$ cat config.mk
export PLATFORM = sky130hd
export DESIGN_NAME = bsg_axil_dmi_bridge
export DESIGN_NICKNAME = d
export VERILOG_FILES = /design/src/rtl/bsg_axil_dmi_bridge.sv
export SDC_FILE = /design/constraint.sdc
export NUM_CORES = 1
export LEC_CHECK = 0
export BUFFER_PORTS_ARGS = -buffer_cell sky130_fd_sc_hd__buf_4
export CAP_MARGIN = 20
export CORE_ASPECT_RATIO = 1.75
export CORE_UTILIZATION = 39
export DETAILED_ROUTE_END_ITERATION = 8
export GPL_ROUTABILITY_DRIVEN = 0
export GPL_TIMING_DRIVEN = 0
export HOLD_SLACK_MARGIN = 0.08
export PLACE_DENSITY = 0.88
export SKIP_LAST_GASP = 1
export SLEW_MARGIN = 20
export SYNTH_ARGS = -nofsm -noshare
export SYNTH_HDL_FRONTEND = slang
export SYNTH_SLANG_ARGS = --single-unit
$ cat constraint.sdc
create_clock -name clk_i -period 2.8 [get_ports clk_i]
set_input_delay 0.56 -clock clk_i [delete_from_list [all_inputs] [get_ports clk_i]]
set_output_delay 0.56 -clock clk_i [all_outputs]
set_load 0.05 [all_outputs]
$ cat src/rtl/bsg_axil_dmi_bridge.sv
// AXI4-Lite slave to RISC-V DMI bridge. It handles one transaction at a time, retries when
// the DMI reports busy, and returns SLVERR on a response timeout. A response that arrives
// after a timeout is drained and discarded.
module bsg_axil_dmi_bridge #(
    parameter int s_axil_data_width_p = 32,
    parameter int s_axil_addr_width_p = 32,
    parameter int dmi_addr_width_p    = 7,
    parameter int retry_p             = 4,
    parameter int timeout_p           = 1024
) (
    input  logic                             clk_i,
    input  logic                             reset_i,
    input  logic [s_axil_addr_width_p-1:0]   s_axil_awaddr_i,
    input  logic [2:0]                       s_axil_awprot_i,
    input  logic                             s_axil_awvalid_i,
    output logic                             s_axil_awready_o,
    input  logic [s_axil_data_width_p-1:0]   s_axil_wdata_i,
    input  logic [s_axil_data_width_p/8-1:0] s_axil_wstrb_i,
    input  logic                             s_axil_wvalid_i,
    output logic                             s_axil_wready_o,
    output logic [1:0]                       s_axil_bresp_o,
    output logic                             s_axil_bvalid_o,
    input  logic                             s_axil_bready_i,
    input  logic [s_axil_addr_width_p-1:0]   s_axil_araddr_i,
    input  logic [2:0]                       s_axil_arprot_i,
    input  logic                             s_axil_arvalid_i,
    output logic                             s_axil_arready_o,
    output logic [s_axil_data_width_p-1:0]   s_axil_rdata_o,
    output logic [1:0]                       s_axil_rresp_o,
    output logic                             s_axil_rvalid_o,
    input  logic                             s_axil_rready_i,
    output logic                             dmi_req_v_o,
    output logic [dmi_addr_width_p-1:0]      dmi_req_addr_o,
    output logic [s_axil_data_width_p-1:0]   dmi_req_data_o,
    output logic [1:0]                       dmi_req_op_o,
    input  logic                             dmi_req_ready_i,
    input  logic                             dmi_resp_v_i,
    input  logic [s_axil_data_width_p-1:0]   dmi_resp_data_i,
    input  logic [1:0]                       dmi_resp_op_i,
    output logic                             dmi_resp_ready_o
);

    localparam int L  = $clog2(s_axil_data_width_p/8);
    localparam int TW = $clog2(timeout_p+1);
    localparam int RW = (retry_p > 0) ? $clog2(retry_p+1) : 1;
    localparam logic [TW-1:0] TIMEOUT   = TW'(timeout_p);
    localparam logic [RW-1:0] RETRY_MAX = RW'(retry_p);
    localparam logic [1:0] RESP_OKAY   = 2'b00;
    localparam logic [1:0] RESP_SLVERR = 2'b10;

    typedef enum logic [2:0] {
        S_IDLE  = 3'd0,
        S_REQ   = 3'd1,
        S_WAIT  = 3'd2,
        S_BRESP = 3'd3,
        S_RRESP = 3'd4
    } state_e;

    state_e                         r_state;
    state_e                         w_state_next;
    state_e                         w_done_state;
    logic                           r_is_read;
    logic                           r_stale;
    logic [TW-1:0]                  r_timer;
    logic [RW-1:0]                  r_retry_cnt;
    logic [dmi_addr_width_p-1:0]    r_addr;
    logic [s_axil_data_width_p-1:0] r_wdata;
    logic [1:0]                     r_op;
    logic [1:0]                     r_resp;
    logic [s_axil_data_width_p-1:0] r_rdata;

    logic                           w_idle_open;
    logic                           w_accept_rd;
    logic                           w_accept_wr;
    logic                           w_strb_full;
    logic                           w_req_hs;
    logic                           w_axi_done;
    logic [TW-1:0]                  w_timer_inc;
    logic                           w_set_resp;
    logic [1:0]                     w_resp_val;
    logic [s_axil_data_width_p-1:0] w_rdata_val;
    logic                           w_retry;
    logic                           w_set_stale;
    logic                           w_unused;

    assign w_unused    = ^{s_axil_awprot_i, s_axil_arprot_i, s_axil_awaddr_i, s_axil_araddr_i};
    // Gating with reset_i keeps the AXI readies low while reset is applied.
    assign w_idle_open = (r_state == S_IDLE) && !r_stale && !reset_i;
    assign w_accept_rd = w_idle_open && s_axil_arvalid_i;
    assign w_accept_wr = w_idle_open && !s_axil_arvalid_i && s_axil_awvalid_i && s_axil_wvalid_i;
    assign w_strb_full = &s_axil_wstrb_i;
    assign w_req_hs    = (r_state == S_REQ) && dmi_req_ready_i;
    assign w_axi_done  = ((r_state == S_BRESP) && s_axil_bready_i) ||
                         ((r_state == S_RRESP) && s_axil_rready_i);
    assign w_timer_inc = (r_timer == TIMEOUT) ? r_timer : r_timer + TW'(1);

    assign s_axil_arready_o = w_accept_rd;
    assign s_axil_awready_o = w_accept_wr;
    assign s_axil_wready_o  = w_accept_wr;
    assign s_axil_bvalid_o  = (r_state == S_BRESP);
    assign s_axil_rvalid_o  = (r_state == S_RRESP);
    assign s_axil_bresp_o   = r_resp;
    assign s_axil_rresp_o   = r_resp;
    assign s_axil_rdata_o   = r_rdata;
    assign dmi_req_v_o      = (r_state == S_REQ);
    assign dmi_req_addr_o   = r_addr;
    assign dmi_req_data_o   = r_wdata;
    assign dmi_req_op_o     = r_op;
    assign dmi_resp_ready_o = (r_state == S_WAIT) || r_stale;

    // State register.
    always_ff @(posedge clk_i or posedge reset_i) begin
        if (reset_i) begin
            r_state <= S_IDLE;
        end else begin
            r_state <= w_state_next;
        end
    end

    // Next-state decode and completion status; a response beats the timeout in the same cycle.
    always_comb begin
        w_state_next = r_state;
        w_done_state = r_is_read ? S_RRESP : S_BRESP;
        w_set_resp   = 1'b0;
        w_resp_val   = RESP_OKAY;
        w_rdata_val  = '0;
        w_retry      = 1'b0;
        w_set_stale  = 1'b0;
        case (r_state)
            S_IDLE: begin
                if (w_accept_rd) begin
                    w_state_next = S_REQ;
                end else if (w_accept_wr && w_strb_full) begin
                    w_state_next = S_REQ;
                end else if (w_accept_wr) begin
                    w_state_next = S_BRESP;
                    w_set_resp   = 1'b1;
                    w_resp_val   = RESP_SLVERR;
                end else begin
                    w_state_next = S_IDLE;
                end
            end
            S_REQ: begin
                if (dmi_req_ready_i) begin
                    w_state_next = S_WAIT;
                end else begin
                    w_state_next = S_REQ;
                end
            end
            S_WAIT: begin
                if (dmi_resp_v_i) begin
                    case (dmi_resp_op_i)
                        2'd0: begin
                            w_state_next = w_done_state;
                            w_set_resp   = 1'b1;
                            w_resp_val   = RESP_OKAY;
                            w_rdata_val  = r_is_read ? dmi_resp_data_i : '0;
                        end
                        2'd3: begin
                            if (r_retry_cnt < RETRY_MAX) begin
                                w_state_next = S_REQ;
                                w_retry      = 1'b1;
                            end else begin
                                w_state_next = w_done_state;
                                w_set_resp   = 1'b1;
                                w_resp_val   = RESP_SLVERR;
                            end
                        end
                        default: begin
                            w_state_next = w_done_state;
                            w_set_resp   = 1'b1;
                            w_resp_val   = RESP_SLVERR;
                        end
                    endcase
                end else if (w_timer_inc == TIMEOUT) begin
                    w_state_next = w_done_state;
                    w_set_resp   = 1'b1;
                    w_resp_val   = RESP_SLVERR;
                    w_set_stale  = 1'b1;
                end else begin
                    w_state_next = S_WAIT;
                end
            end
            S_BRESP: begin
                if (s_axil_bready_i) begin
                    w_state_next = S_IDLE;
                end else begin
                    w_state_next = S_BRESP;
                end
            end
            S_RRESP: begin
                if (s_axil_rready_i) begin
                    w_state_next = S_IDLE;
                end else begin
                    w_state_next = S_RRESP;
                end
            end
            default: w_state_next = S_IDLE;
        endcase
    end

    // Request capture, timer, retry count, stale tracking and AXI response registers.
    always_ff @(posedge clk_i or posedge reset_i) begin
        if (reset_i) begin
            r_is_read   <= 1'b0;
            r_addr      <= '0;
            r_wdata     <= '0;
            r_op        <= 2'd0;
            r_timer     <= '0;
            r_retry_cnt <= '0;
            r_stale     <= 1'b0;
            r_resp      <= 2'b00;
            r_rdata     <= '0;
        end else begin
            if (w_accept_rd) begin
                r_is_read <= 1'b1;
                r_addr    <= s_axil_araddr_i[L+dmi_addr_width_p-1:L];
                r_wdata   <= '0;
                r_op      <= 2'd1;
            end else if (w_accept_wr) begin
                r_is_read <= 1'b0;
                r_addr    <= s_axil_awaddr_i[L+dmi_addr_width_p-1:L];
                r_wdata   <= s_axil_wdata_i;
                r_op      <= 2'd2;
            end
            if (w_req_hs) begin
                r_timer <= '0;
            end else if (r_state == S_WAIT) begin
                r_timer <= w_timer_inc;
            end
            if (w_retry) begin
                r_retry_cnt <= r_retry_cnt + RW'(1);
            end else if (w_axi_done) begin
                r_retry_cnt <= '0;
            end
            if (w_set_stale) begin
                r_stale <= 1'b1;
            end else if (r_stale && dmi_resp_v_i) begin
                r_stale <= 1'b0;
            end
            if (w_set_resp) begin
                r_resp  <= w_resp_val;
                r_rdata <= w_rdata_val;
            end
        end
    end

endmodule

* Word level (Yosys, flattened, before mapping)
Cells that the tools add are included.
** Operators by class
- Add/subtract/negate cells :: 2
- Order comparisons :: 1
- Equality and inequality tests :: 7
- Mux-type cells :: 53
- Reduce and logical (&&, ||, !) cells :: 23
** Operators with widths (count)
- $mux 32 :: 6
- $mux 11 :: 3
- $mux 2 :: 13
- $mux 3 :: 8
- $eq 11x11->1 const B :: 2
- $mux 1 :: 17
- $pmux 3 s5 :: 1
- $mux 7 :: 2
- $add 11x1->11 const B :: 1
- $logic_and 1x1->1 :: 11
- $pmux 2 s2 :: 2
- $reduce_bool 2->1 :: 4
- $eq 3x2->1 const B :: 2
- $reduce_and 4->1 :: 1
- $add 3x1->3 const B :: 1
- $eq 3x1->1 const B :: 1
- $eq 3x3->1 const B :: 1
- $logic_not 1->1 :: 3
- $logic_not 3->1 :: 1
- $lt 3x3->1 const B :: 1
- $eq 2x2->1 const B :: 1
- $logic_not 2->1 :: 1
- $logic_or 1x1->1 :: 2
- $pmux 1 s2 :: 1
** Word-level totals
- Flip-flop bits (word level) :: 94
- Bits of input ports :: 149
- Output and inout bits :: 84
- Word-level logic and storage cells :: 96

* Depth between registers and ports, before layout
Gate-level depths: netlist (run 1).
- Depth in word-level cells :: 10
- Gate-level depth with buffers :: 9

* Worst setup path after synthesis (run 1)
No wires, ideal clock.
- Kind :: flip-flop to output port
- From :: reg r_state[2]
- To :: out s_axil_wready_o
- Arrival :: 2.302 ns
- Required time :: 2.240 ns
- Path slack :: -0.062 ns
- Cell stages (with the launch flop) :: 5
- Path buffers :: 2
- Path through :: dfrtp_1 -> or3_1 -> nor4_2 -> clkbuf_1 -> buf_4
** Between the ends
- Longest elaborated chain between the ends :: 6
** Ends and longest elaborated chain
- from (decl) :: RTL line 59 : state_e r_state;
- from (signal assigned) :: RTL line 116 : r_state <= w_state_next;
- $logic_not 3->1 :: RTL line 88 : assign w_idle_open = (r_state == S_IDLE) && !r_stale && !reset_i;
- $logic_and 1x1->1 (2 in a row) :: RTL line 88
- $logic_and 1x1->1 (3 in a row) :: RTL line 90 : assign w_accept_wr = w_idle_open && !s_axil_arvalid_i && s_axil_awvalid_i && s_axil_wvalid_i;
- to (decl) :: RTL line 20 : output logic s_axil_wready_o,
No other way between the ends.

* Worst setup path after layout (run 1)
Ends and elaborated chain as after synthesis.

==> results of run 1 <==
[routing by layer]
layer / global-route usage [%] / routed length (um) / part of all wire (%) / up-vias
met1: 25.8 / 4230 / 37 / 1674
met3: 4.92 / 768 / 6.8 / 26
met4: 9.57 / 360 / 3.2 / 0
li1: - / - / - / 1607
met2: 37.6 / 5950 / 53 / 171
met5: 0 / 0 / 0 / -
[power by group through the flow]
stage | clock network (W) | logic [W] | registers (W)
4_1_cts | 0.00131 | 0.00332 | 0.00206
2_1_floorplan | 0 | 0.000931 | 0.00335
5_1_grt | 0.00138 | 0.00346 | 0.00212
6_report | 0.00128 | 0.00330 | 0.00207
3_3_place_gp | 0 | 0.00324 | 0.00205
3_5_place_dp | 0 | 0.00330 | 0.00206
[cells in the mapped netlist, types with 3 or more instances]
library cell / count / area [um2]
nand3_1: 3 / 15.0
ha_1: 3 / 37.5
buf_4: 5 / 37.5
o31ai_1: 3 / 22.5
o21ai_0: 13 / 65.1
a22o_1: 68 / 596
buf_6: 4 / 45.0
buf_2: 5 / 25.0
and2_1: 3 / 18.8
a21o_1: 3 / 22.5
nand2b_1: 4 / 25.0
a21oi_1: 4 / 20.0
clkbuf_1: 12 / 45.0
and3_1: 4 / 25.0
nand4_1: 4 / 25.0
a22oi_1: 7 / 52.6
nor2_1: 14 / 52.6
dfrtp_1: 92 / 2300
nand2_1: 27 / 101
nor3_1: 3 / 15.0
inv_1: 9 / 33.8
[layout make-up]
class / count / area (um2) / share of cell area [%]
buffer: 26 / 160 / 2.75
clock buffer: 11 / 253 / 4.35
clock inverter: 5 / 67.6 / 1.16
inverter: 10 / 42.5 / 0.731
multi-input combinational: 204 / 1480 / 25.5
sequential: 92 / 2300 / 39.6
tap: 125 / 156 / 2.69
timing repair buffer: 177 / 1350 / 23.3
[registers in the layout, summed over array words and instances (netlist names)]
signal	flops
dmi_req_addr_o	7
dmi_req_data_o	32
dmi_req_op_o	2
r_retry_cnt	3
r_stale	1
r_state	3
r_timer	11
s_axil_bresp_o	1
s_axil_rdata_o	32
[cells by family after synthesis]
family	Yosys count	share of synthesized area, %
compound gates	114	23.3
flops	92	58.2
simple gates	80	11.4
buf+inv	36	4.84
fa+ha+maj	3	0.949
mux	3	0.791
xor+xnor	2	0.443
other cells	1	0.0948
[worst max path at each step]
stage	endpoint	slack [ns]	cells after the start	start
after global routing	s_axil_wready_o	-0.02	5	r_state[2]
after global placement	s_axil_wready_o	-0.009	5	r_state[2]
after CTS	s_axil_wready_o	0.001	5	r_state[2]
after floorplan	r_timer[1]	0.04	4	r_state[2]
final	s_axil_wready_o	0.04	5	r_state[2]
after detailed placement	s_axil_wready_o	-0.11	5	r_state[2]
[critical path: stages, from the launching register on]
cell and delay [ns]:
dfrtp_1 0.43, or3_1 0.50, nor4_4 0.34, buf_4 0.28
buf_4 0.14, buf_4 0.18
[layout by cell type (no fill, tap or decap), types with 3 or more instances in the layout]
cell       Yosys  final
buf_4          5    182
dfrtp_1       92     92
a22o_1        68     68
nand2_1       27     27
nor2_1        14     14
o21ai_0       13     13
clkbuf_1      12     10
clkbuf_16      0      9
inv_1          9      8
a22oi_1        7      7
buf_2          5      5
and3_1         4      4
buf_6          4      4
nand4_1        4      4
nand2b_1       4      4
a21oi_1        4      4
and2_1         3      3
nor3_1         3      3
a21o_1         3      3
nand3_1        3      3
o31ai_1        3      3
ha_1           3      3
[repair_timing]
item                       in CTS  in global routing
gates resized for setup         5                  2
setup endpoints to repair       3                  2
setup buffers                   1                  0
pin swaps                       1                  0
[per-stage QoR]
stage	util, %	std cells	setup WS, ns	setup TNS, ns	total power, W
3_5_place_dp	55.5	633	-0.107	-0.141	0.00537
5_1_grt	59.1	650	-0.0221	-0.0221	0.00696
6_report	59.1	650	0.0361	0	0.00665
4_1_cts	59.1	650	0.00112	0	0.00668
2_1_floorplan	-	332	0.0380	0	0.00428
3_3_place_gp	55.1	631	-0.00944	-0.00944	0.00529
==> out/results.tsv, run 1 <==
metric	value	unit
clock_path_buffers	2	
hpwl	8440	um
syn_inst	331	
antenna_found_initial	0	
max_freq	362	MHz
r2r_start	r_timer[0]	
worst_r2r_path_depth	9	
diodes	0	
final_max_slew_viol_count	0	
finalNetCount	672	
start_util	40.2	%
hp-class	input port to asynchronous set/reset pin	
num_vias	3478	
fin_crit	2.76	ns
coreArea	0.00985	mm2
cts.sinks	92	
ant_nets	0	
finClkSkew	0.00809	ns
whs	0.327	ns
worstPathArrival	2.20	ns
synth_edf_count	0	
nFillCells	818	
status	complete, no violations	
worstSetupPathType	register to primary output	
ys.flop_type	dfrtp_1	
seq_area_frac_synth	58.2	%
slew_headroom	48.9	%
setup_viol	0	
grt_pass1_wl	17500	um
holdBufCountCts	0	
via_per_inst	5.35	
layout-drive-gt1-share	41.9	%
htree_levels	3	
design_area	0.00582	mm2
grtUsageTotal	21.8	%
power_leakage	3.01	nW
grt_pass1_vias	3527	
synthArstFlopShare	100	%
areaGrowthSynthToFinish	47.0	%
synth.avg_cell_area	12.0	um2
drv_cap	0	
power.density	1140	mW/mm2
synth_area	0.00396	mm2
rrSetupSlack	0.20	ns
seqPwrFrac	31.1	%
die_x	78.1	um
critPathRequiredTime	2.24	ns
portBuffers	174	
yosysWarnings	0	
routed_wl	11300	um
drtIter0Drc	308	
cp_max_fo	11	
cts_buffers	9	
die_area	0.0106	mm2
tightestPinTransition	0.767	ns
peakVddDrop	0.762	mV
r2r-end	s_axil_rdata_o[13]	
root_buffer	clkbuf_16	
drc	0	
io_pins	233	
cts_tree	built	
pwr-share-clk	19.3	%
cp-end-kind	primary output	
rsz0062_at_grt	yes	
p_sw	0.00306	W
ys_types	53	
worstSkewPairLatency	0.34	ns
start_kind	register	
std_cell_rows	48	
path_clk_slew	0.07	ns
fin_crit_sh	98.7	%
place_area	0.00547	mm2
die_h	135	um
combPwrFrac	49.6	%
gr-total-overflow	0	
hold_viol	0	
wl_per_cell	17.4	um
intPower	0.00359	W
synth_seq_cells	92	
first_pass_iters	4	
grt_max_degree	35	
netSwitchingFraction	46.0	%
Power figures use the tool's default switching activity.
==> inputs of run 2 (changes only) <==
HOLD_SLACK_MARGIN = 0.02   (was 0.08)
PLACE_DENSITY = 0.79   (was 0.88)
==> out/results.tsv, run 2 (synthesis results as in run 1) <==
metric	value	unit	change
status	complete, no violations		
cp_max_fo	11		unchanged
cp_top_family	simple AND/OR/NAND/NOR gates		
cts_tree	built		
routed_wl	11700	um	+3.4%
setup_viol	0		unchanged
slowest_stage	or3_1		
rsz0062_at_grt	no		
peakVddDrop	0.664	mV	-13%
htree_levels	3		unchanged
worstSkewPairLatency	0.34	ns	about the same
path_clk_slew	0.07	ns	about the same
max_freq	374	MHz	+3.4%
worst_r2r_path_depth	9		unchanged
place_area	0.00550	mm2	+0.50%
cts_buffers	9		unchanged
power_leakage	3.01	nW	about the same
drv_cap	0		unchanged
die_area	0.0106	mm2	unchanged
tightestPinTransition	0.777	ns	+0.00986 ns
root_buffer	clkbuf_16		
worstSetupPathType	register to primary output		
start_util	40.2	%	unchanged
io_pins	233		unchanged
wl_per_cell	17.9	um	+3.1%
finClkSkew	0.00572	ns	-0.00237 ns
cp_num_buf_inv	3		unchanged
holdBufCountCts	0		unchanged
whs	0.290	ns	-0.0363 ns
layout-drive-gt1-share	42.1	%	+0.22 points
power.density	1130	mW/mm2	-1.4%
drc	0		unchanged
final_max_slew_viol_count	0		unchanged
slew_headroom	48.2	%	-0.66 points
layout_common_cells	181 x buf_4, 92 x dfrtp_1, 68 x a22o_1		
num_vias	3537		+1.7%
diodes	0		unchanged
die_h	135	um	unchanged
hp-class	input port to asynchronous set/reset pin		
cp.depth	5		unchanged
start_kind	register		
std_cell_rows	48		unchanged
coreArea	0.00985	mm2	unchanged
hold_viol	0		unchanged
grt_max_degree	27		-23%
fin_crit	2.67	ns	-0.0903 ns
layout_commonest_cell	buf_4		
clock_path_buffers	2		unchanged
critPathRequiredTime	2.24	ns	about the same
via_per_inst	5.42		+1.4%
first_pass_iters	4		unchanged
fin_crit_sh	95.5	%	-3.2 points
grtUsageTotal	22.6	%	+0.75 points
drtIter0Drc	190		-38%
die_x	78.1	um	unchanged
finalNetCount	674		+0.30%
ant_nets	0		unchanged
worstPathArrival	2.11	ns	-0.09 ns
portBuffers	174		unchanged
areaGrowthSynthToFinish	47.4	%	
cp-end-kind	primary output		
gr-total-overflow	0		unchanged
antenna_found_initial	0		unchanged
hpwl	8880	um	+5.3%
design_area	0.00583	mm2	+0.26%
nFillCells	836		+2.2%
grt_pass1_wl	18400	um	+4.8%
crit_top_cell	buf_4		
cts.sinks	92		unchanged
cp_slowest_stage_delay	0.49	ns	about the same
critical_path.cell_chain	or3_1, nor4_4, buf_6, buf_4, buf_4		
grt_pass1_vias	3712		+5.2%
[run 2: changes by cell type in the layout (fill, tap and decap cells not counted)]
cell        change
clkbuf_4        +1
buf_4           -1
bufinv_16       -1
clkinv_4        -1
buf_16          +1
clkinvlp_4      +2
buf_6           +1
[run 2: what timing repair did]
item,in CTS,in global routing
setup endpoints to repair,3,2
pin swaps,1,0
resized for setup,4,3
buffers inserted,2,0
[run 2: layout make-up]
cell class	count	area, um2	area share [%]
plain buffers	26	164	2.81
clock buffers	11	253	4.33
clock inverters	5	43.8	0.751
inverters	10	42.5	0.729
multi-input cells	204	1480	25.4
flip-flops and latches	92	2300	39.5
well taps	125	156	2.68
repair buffers	179	1390	23.8
[run 2: worst paths after layout]
kind	from	to	slack (ns)
setup reg to reg	r_timer[0]	s_axil_bresp_o[1]	0.16
min in group clk_i	s_axil_araddr_i[3]	dmi_req_addr_o[1]	0.43
hold / removal	reset_i	dmi_req_data_o[2]	0.29
max in group asynchronous	reset_i	r_timer[4]	1.82
hold reg to reg	dmi_req_addr_o[5]	dmi_req_addr_o[5]	0.48
setup / recovery	r_state[2]	s_axil_wready_o	0.13
[run 2: metrics by stage]
step	cells	TNS, ns	utilization [%]	power [W]	setup WS [ns]
final	652	0	59.2	0.00658	0.126
after floorplan	332	0	-	0.00428	0.0380
after detailed placement	634	-0.0757	55.8	0.00539	-0.0757
after global routing	652	0	59.2	0.00688	0.0311
after global placement	631	-0.0131	55.1	0.00530	-0.0131
after CTS	652	0	59.1	0.00662	0.0295
[run 2: metal layers]
metal | GRT usage [%] | wire, um
met2 | 39.9 | 6360
met5 | 0 | 0
met3 | 5.66 | 681
met4 | 11.6 | 446
met1 | 24.7 | 4220
[run 2: worst register-to-register path, cell delays in order, from the launching register on]
cell and delay [ns]:
dfrtp_1 0.45, inv_1 0.11, ha_1 0.14, or4bb_1 0.52
nor4_4 0.26, mux2i_1 0.28, clkinv_2 0.11, a41oi_4 0.36
buf_6 0.21, a21oi_2 0.07
[run 2: power breakdown]
group,leakage (nW),switching (W),internal [W],total [W]
clock network,0.140,0.000521,0.000661,0.00118
logic,1.63,0.00224,0.00109,0.00333
registers,1.24,0.000306,0.00176,0.00206
==> inputs of run 3 (changes only) <==
CORE_UTILIZATION = 37   (was 39)
PLACE_DENSITY = 0.75   (was 0.79)
REMOVE_ABC_BUFFERS = 1   (was unset)
==> out/results.tsv, run 3 (synthesis results as in run 1) <==
metric	value	unit	change
coreArea	0.0104	mm2	+5.2%
ant_nets	0		unchanged
worstPathArrival	2.15	ns	+0.04 ns
setup_viol	0		unchanged
die_x	80.2	um	+2.6%
max_freq	369	MHz	-1.4%
grt_max_degree	51		+89%
status	complete, no violations		
htree_levels	3		unchanged
peakVddDrop	0.595	mV	-11%
finClkSkew	0.00731	ns	+0.00159 ns
holdBufCountCts	0		unchanged
drc	0		unchanged
areaGrowthSynthToFinish	46.0	%	
hold_viol	0		unchanged
fin_crit_sh	96.9	%	+1.4 points
antenna_found_initial	0		unchanged
cp-end-kind	primary output		
gr-total-overflow	0		unchanged
drtIter0Drc	174		-8.4%
wl_per_cell	17.7	um	-1.2%
cts_tree	built		
io_pins	233		unchanged
nFillCells	892		+6.7%
layout-drive-gt1-share	41.8	%	-0.34 points
path_clk_slew	0.06	ns	about the same
worstSetupPathType	register to primary output		
dp_slack	-0.204	ns	-0.128 ns
clock_path_buffers	2		unchanged
first_pass_iters	4		unchanged
cts.sinks	92		unchanged
portBuffers	174		unchanged
slew_headroom	46.6	%	-1.6 points
multi_input_area	0.00153	mm2	+3.1%
start_kind	register		
start_util	38.2	%	-2.0 points
rsz0062_at_grt	no		
cts_buffers	9		unchanged
num_vias	3431		-3.0%
diodes	0		unchanged
r2r-end	s_axil_rdata_o[16]		
cp_max_fo	9		-2
fin_crit	2.71	ns	+0.0387 ns
drv_cap	0		unchanged
power.density	1150	mW/mm2	+2.2%
dp_cells	613		-3.3%
layout_commonest_cell	buf_4		
final_max_slew_viol_count	0		unchanged
register_area	0.00230	mm2	unchanged
critPathRequiredTime	2.24	ns	about the same
setup_slack	0.0877	ns	-0.0387 ns
worstSkewPairLatency	0.34	ns	about the same
grt_pass1_wl	17800	um	-3.1%
finalNonFillerCells	632		-3.1%
worst_r2r_path_depth	9		unchanged
root_buffer	clkbuf_16		
power_leakage	2.96	nW	-1.5%
hp-class	input port to asynchronous set/reset pin		
grt_pass1_vias	3526		-5.0%
std_cell_rows	49		+2.1%
via_per_inst	5.43		about the same
tightestPinTransition	0.801	ns	+0.0241 ns
r2r_start	r_timer[0]		
layout_common_cells	176 x buf_4, 92 x dfrtp_1, 68 x a22o_1		
die_h	139	um	+2.6%
grtUsageTotal	20.9	%	-1.7 points
routed_wl	11200	um	-4.2%
rrSetupSlack	0.28	ns	+0.12 ns
die_area	0.0111	mm2	+5.3%
power	0.00666	W	+1.2%
finalNetCount	652		-3.3%
hpwl	7990	um	-10%
run 3: cell types whose count changed in the layout (fill, tap and decap cells not counted), moves of 3 or more:
cell and delta:
buf_4 -5, buf_2 -5, clkinvlp_4 -3, buf_6 -3, clkbuf_1 -9
run 3: power breakdown:
group          leakage [nW]  total [W]  switching (W)  internal [W]
registers              1.24    0.00207       0.000315       0.00176
clock network         0.156    0.00126       0.000498      0.000766
logic                  1.57    0.00332        0.00224       0.00108
total                  2.96    0.00666        0.00305       0.00361
run 3: cell type report:
cell class,instances,share of cell area (%)
multi-input combinational,205,26.5
tap,127,2.75
clock buffer,13,4.68
timing repair buffer,182,24.8
sequential,92,39.9
inverter,10,0.715
clock inverter,3,0.758
run 3: per-layer routing:
| layer | routed length (um) | global-route usage (%) |
|---|---|---|
| met2 | 5770 | 34.8 |
| met4 | 294 | 9.49 |
| met1 | 4580 | 26.1 |
| met5 | 0 | 0 |
| met3 | 566 | 3.62 |
run 3: worst max path at each step:
stage	startpoint	end	slack, ns	cells past startpoint
floorplan	r_state[2]	r_state[0]	-3.81	6
detailed placement	r_timer[0]	s_axil_rdata_o[16]	-0.20	8
CTS	r_state[2]	s_axil_wready_o	0.07	4
finish	r_state[2]	s_axil_arready_o	0.09	4
global route	r_state[2]	s_axil_arready_o	0.009	4
global placement	r_state[2]	r_state[0]	-3.54	6
run 3: critical path: stages (launching register included):
cell and delay [ns]:
dfrtp_1 0.44, or3_1 0.50, nor4b_4 0.42, buf_4 0.24
buf_4 0.21
run 3: repair_timing:
action / 4_1_cts / 5_1_grt
gates cloned: 1 / 0
setup endpoints to repair: 34 / 35
resized for setup: 3 / 2
pin swaps: 1 / 2
buffers inserted: 0 / 2
run 3: metrics by stage:
step / hold WS [ns] / instance area, um2 / TNS [ns] / util, %
final: 0.320 / 5780 / 0 / 55.7
after global routing: 0.366 / 5780 / 0 / 55.7
after CTS: 0.327 / 5730 / 0 / 55.3
after detailed placement: 0.468 / 5380 / -6.17 / 51.9
after global placement: 0.461 / 5270 / -318.59 / 50.9
after floorplan: 0.457 / 3810 / -255.33 / -
